<file path="src/rtl/add_exec_pipe.sv">
// rtl/add_exec_pipe.sv - pipelined add/sub/logic execution unit with credit-guarded result FIFO
module add_exec_pipe #(
  parameter int DATA_W    = 8,
  parameter int ROB_W     = 3,
  parameter int REG_W     = 4,
  parameter int RS_W      = 3,
  parameter int LATENCY   = 2,
  parameter int OUT_DEPTH = 2,
  localparam int CAP      = LATENCY + OUT_DEPTH,
  localparam int IF_W     = $clog2(CAP + 1)
) (
  input  logic              clk2,
  input  logic              rst,
  input  logic              flush,
  input  logic              in_valid,
  output logic              in_ready,
  input  logic [3:0]        in_func,
  input  logic [DATA_W-1:0] in_rs1,
  input  logic [DATA_W-1:0] in_rs2,
  input  logic [ROB_W-1:0]  in_rob,
  input  logic [REG_W-1:0]  in_rd,
  input  logic [RS_W-1:0]   in_rs_idx,
  output logic              cdb_valid,
  input  logic              cdb_ready,
  output logic [DATA_W-1:0] cdb_data,
  output logic              cdb_carry,
  output logic              cdb_exc,
  output logic [ROB_W-1:0]  cdb_rob,
  output logic [REG_W-1:0]  cdb_rd,
  output logic [RS_W-1:0]   cdb_rs_idx,
  output logic [IF_W-1:0]   inflight
);

  localparam int ENT_W = DATA_W + 2 + ROB_W + REG_W + RS_W;
  localparam int PTR_W = $clog2(CAP);

  logic              clr;
  logic              accept;
  logic              push;
  logic              pop;
  logic [DATA_W:0]   res;
  logic              exc;
  logic [ENT_W-1:0]  entry_in;
  logic [ENT_W-1:0]  head;

  logic [ENT_W-1:0]  pipe_q [LATENCY];
  logic [LATENCY-1:0] pipe_v;

  // The pipeline never stalls, so every ungranted result may end up parked
  // here at once; storage is sized for the full credit window.
  logic [ENT_W-1:0]  fifo_q [CAP];
  logic [PTR_W-1:0]  wr_ptr;
  logic [PTR_W-1:0]  rd_ptr;
  logic [IF_W-1:0]   fifo_cnt;

  assign clr      = rst | flush;
  assign in_ready = !rst && !flush && (inflight < IF_W'(CAP));
  assign accept   = in_valid && in_ready;
  assign push     = pipe_v[LATENCY-1];
  assign pop      = cdb_valid && cdb_ready;

  always_comb begin
    res = '0;
    exc = 1'b0;
    case (in_func)
      4'b0000: res = {1'b0, in_rs1} + {1'b0, in_rs2};
      4'b0001: res = {1'b0, in_rs1} - {1'b0, in_rs2};
      4'b0010: res = {1'b0, in_rs1 & in_rs2};
      4'b0011: res = {1'b0, in_rs1 | in_rs2};
      4'b0100: res = {1'b0, in_rs1 ^ in_rs2};
      4'b0101: res = {{DATA_W{1'b0}}, in_rs1 < in_rs2};
      default: exc = 1'b1;
    endcase
  end

  assign entry_in = {res[DATA_W-1:0], res[DATA_W], exc, in_rob, in_rd, in_rs_idx};

  always_ff @(posedge clk2) begin
    pipe_q[0] <= entry_in;
    for (int i = 1; i < LATENCY; i++) begin
      pipe_q[i] <= pipe_q[i-1];
    end
    if (clr) begin
      pipe_v <= '0;
    end else begin
      pipe_v[0] <= accept;
      for (int i = 1; i < LATENCY; i++) begin
        pipe_v[i] <= pipe_v[i-1];
      end
    end
  end

  always_ff @(posedge clk2) begin
    if (push) begin
      fifo_q[wr_ptr] <= pipe_q[LATENCY-1];
    end
    if (clr) begin
      wr_ptr   <= '0;
      rd_ptr   <= '0;
      fifo_cnt <= '0;
    end else begin
      if (push) begin
        wr_ptr <= (wr_ptr == PTR_W'(CAP - 1)) ? '0 : wr_ptr + 1'b1;
      end
      if (pop) begin
        rd_ptr <= (rd_ptr == PTR_W'(CAP - 1)) ? '0 : rd_ptr + 1'b1;
      end
      if (push && !pop) begin
        fifo_cnt <= fifo_cnt + 1'b1;
      end else if (pop && !push) begin
        fifo_cnt <= fifo_cnt - 1'b1;
      end
    end
  end

  always_ff @(posedge clk2) begin
    if (clr) begin
      inflight <= '0;
    end else if (accept && !pop) begin
      inflight <= inflight + 1'b1;
    end else if (pop && !accept) begin
      inflight <= inflight - 1'b1;
    end
  end

  // Outputs read as zero whenever nothing is queued, so stale entries never leak.
  assign cdb_valid = (fifo_cnt != '0);
  assign head      = cdb_valid ? fifo_q[rd_ptr] : '0;
  assign {cdb_data, cdb_carry, cdb_exc, cdb_rob, cdb_rd, cdb_rs_idx} = head;

endmodule

</file>
<file path="config.mk">
export PLATFORM = sky130hd
export DESIGN_NAME = add_exec_pipe
export DESIGN_NICKNAME = d
export VERILOG_FILES = /design/src/rtl/add_exec_pipe.sv
export SDC_FILE = /design/constraint.sdc
export NUM_CORES = 1
export LEC_CHECK = 0
export ABC_AREA = 1
export BUFFER_PORTS_ARGS = -buffer_cell sky130_fd_sc_hd__clkbuf_2
export CAP_MARGIN = 20
export CORE_MARGIN = 8
export CORE_UTILIZATION = 30
export DETAILED_ROUTE_END_ITERATION = 6
export SLEW_MARGIN = 20
export SYNTH_ARGS = -nofsm -noshare
export SYNTH_HDL_FRONTEND = slang
export SYNTH_SLANG_ARGS = --single-unit
</file>
<file path="constraint.sdc">
create_clock -name clk2 -period 2.7 [get_ports clk2]
set_input_delay 0.54 -clock clk2 [delete_from_list [all_inputs] [get_ports clk2]]
set_output_delay 0.54 -clock clk2 [all_outputs]
set_load 0.05 [all_outputs]
</file>
==> reports/metrics.csv <==
metric,value,unit
dp_hpwl,8.196,mm
drive_gt1_frac,0.1694,
rsz0062_at_grt,no,
wl_per_cell,12.78,µm
slew_headroom,0.5087,
worstPathCellList,buf_12 > inv_1 > buf_4 > o21ai_0 > a21oi_1 > clkbuf_2,
worst_ir_drop_vdd,434.8,µV
die_x,155.8,µm
cts_sinks,134,
syn_inst,594,
grt_util_all_layers,0.1031,
cts-buffers-inserted,17,
yosysWarnings,0,
path_max_fanout,41,
syn_nets,664,
globalplace.congestion,0.8719,
drv_slew,0,
drc,0,
syn_area,5859,µm²
routed_via_density,4.307,
max_freq,401.6,MHz
final_cell_mix,"nor2_1 (113), edfxtp_1 (80), nand2_1 (75)",
finalWirelength,11.99,mm
worst_pin_slew,736.1,ps
core,19330,µm²
stdcell_count,938,
dieHeight,155.8,µm
worst_setup_path_end_kind,primary output,
top_layer,met4,
yosysSeqAreaShare,0.5945,
grt_max_degree,42,
grt-ovfl-total,0,
drt_pre_antenna_iters,4,
synthDistinctLibCells,35,
pwr_density_cell,667.7,nW/µm²
ys_ff_latch,134,
initial_core_util,0.3030,
wirelength_met1,5.410,mm
setup.worst_path.start_class,register,
post-cts-setup-buffers,0,
first_global_vias,3917,
async_flop_share,0,
critPathKind,register to primary output,
io_pins,60,
finalSetupTns,0,ps
cts_tree,done,
place_inst,906,
hold_slack,232.4,ps
area_growth,19.56,%
slowest_stage,clkbuf_2,
insertion_delay,400,ps
critPathMaxStageDelay,330,ps
cts_resized,0,
clkTransAtPathRegs,60,ps
post-route-period-util,0.9223,
max-cap-violations,0,
grt_antenna_before_repair,0,
worst_ep_arrival_time,1950,ps
cts.htree.levels,4,
grt_pass1_wl,19.87,mm
cts_hold_buf,0,
wl_met3,582,µm
io_buffers,59,
synth_edf_count,80,
antenna_cells,0,
setup_viol,0,
die-area,24260,µm²
status,completed,
route.met2.wl,5.852,mm
period_minus_slack,2490,ps
post-route-util,0.3623,
synth-main-ff-cell,edfxtp_1,
drt_iter0_markers,235,
rows,51,
clk_path_buf_depth,2,
worstPathRequired,2160,ps
hold_path_class,primary input to register,
final_common_cell,nor2_1,
finalClockSkew,5.649,ps
cts_root_buf,clkbuf_16,
finalNetCount,730,
hold_violations,0,
cellLeakagePower,0.002964,µW
ant_nets,0,
avgSynthCellArea,9.864,µm²
routed-via-count,4040,
## synth_stat cells, types with 3 or more instances
cell type	instances	share of area
a21oi_1	38	0.032
buf_2	5	0.0043
clkbuf_1	8	0.0051
clkbuf_2	4	0.0034
dfxtp_1	54	0.18
edfxtp_1	80	0.41
fa_1	4	0.014
ha_1	31	0.066
inv_1	60	0.038
inv_2	4	0.0026
nand2_1	75	0.048
nand3_1	29	0.025
nand4_1	7	0.0075
nor2_1	113	0.072
nor3_1	4	0.0034
o21ai_0	43	0.037
o21ai_1	3	0.0026
o22ai_1	4	0.0043
xnor2_1	3	0.0045
xor2_1	3	0.0045
## worst paths after layout
kind                                                from                       end  slack (ps)  cells after the start
worst min register to register     pipe_q[0][17]$_DFF_P_     pipe_q[0][37]$_DFF_P_         330                      0
worst max-delay path                            register                 cdb_carry         210                      6
worst max register to register  fifo_cnt[0]$_SDFFE_PP0P_  fifo_cnt[2]$_SDFFE_PP0P_         840                      9
worst min-delay path                            in_rd[1]      pipe_q[0][4]$_DFF_P_         230                      1
## worst max-delay path, delay by kind of cell (launching register included)
family	cells	cell delay, ps
flip-flops	1	320
AO/OA/AOI/OAI	2	390
buffers and inverters	4	830
## metal layers
layer,track usage,vias to the layer above
met5,0,-
met4,0.03835,0
met3,0.02604,8
met2,0.1775,94
met1,0.1219,1848
li1,-,2090
## kinds of logic (layout without fill, tap and decap cells)
kind of cell	count (synthesis)	after routing	share of synthesized area
adders and majority gates	35	35	0.07986
xor gates and xnor gates	6	6	0.008970
and+or+nand+nor	241	241	0.1742
DFF	134	134	0.5945
buffers and inverters	85	164	0.05958
AOI/OAI and AO/OA	93	93	0.08285
## report_power, final
part	internal [µW]	leakage, µW	switching [µW]
combinational	113	0.00153	241
clock	1240	0.000272	837
sequential	2220	0.00116	29.2
## registers in the layout, summed over array words and instances (netlist names), named ones only
| register | count |
|---|---|
| wr_ptr | 2 |
| pipe_v | 2 |
| rd_ptr | 2 |
| fifo_cnt | 3 |
| pipe_q | 40 |
| inflight | 3 |
| fifo_q | 80 |
## through the flow
| step | power [µW] | setup slack [ps] | area [µm²] |
|---|---|---|---|
| 5_1_grt | 4862 | 45.54 | 7005 |
| 2_1_floorplan | 2538 | 395.6 | 5859 |
| 6_report | 4678 | 209.8 | 7005 |
| 4_1_cts | 4714 | 179.7 | 7005 |
| 3_5_place_dp | 2650 | 384.0 | 6457 |
| 3_3_place_gp | 2643 | 421.6 | 6457 |
## final cells by class
type	count	area, µm²
Fill cell	1948	12330
Sequential cell	134	3483
Multi-Input combinational cell	375	2027
Clock buffer	20	457.9
Timing Repair Buffer	68	375.4
Tap cell	265	331.6
Inverter	64	240.2
Clock inverter	12	90.09
Note: power is estimated with default switching activity, not from simulation.
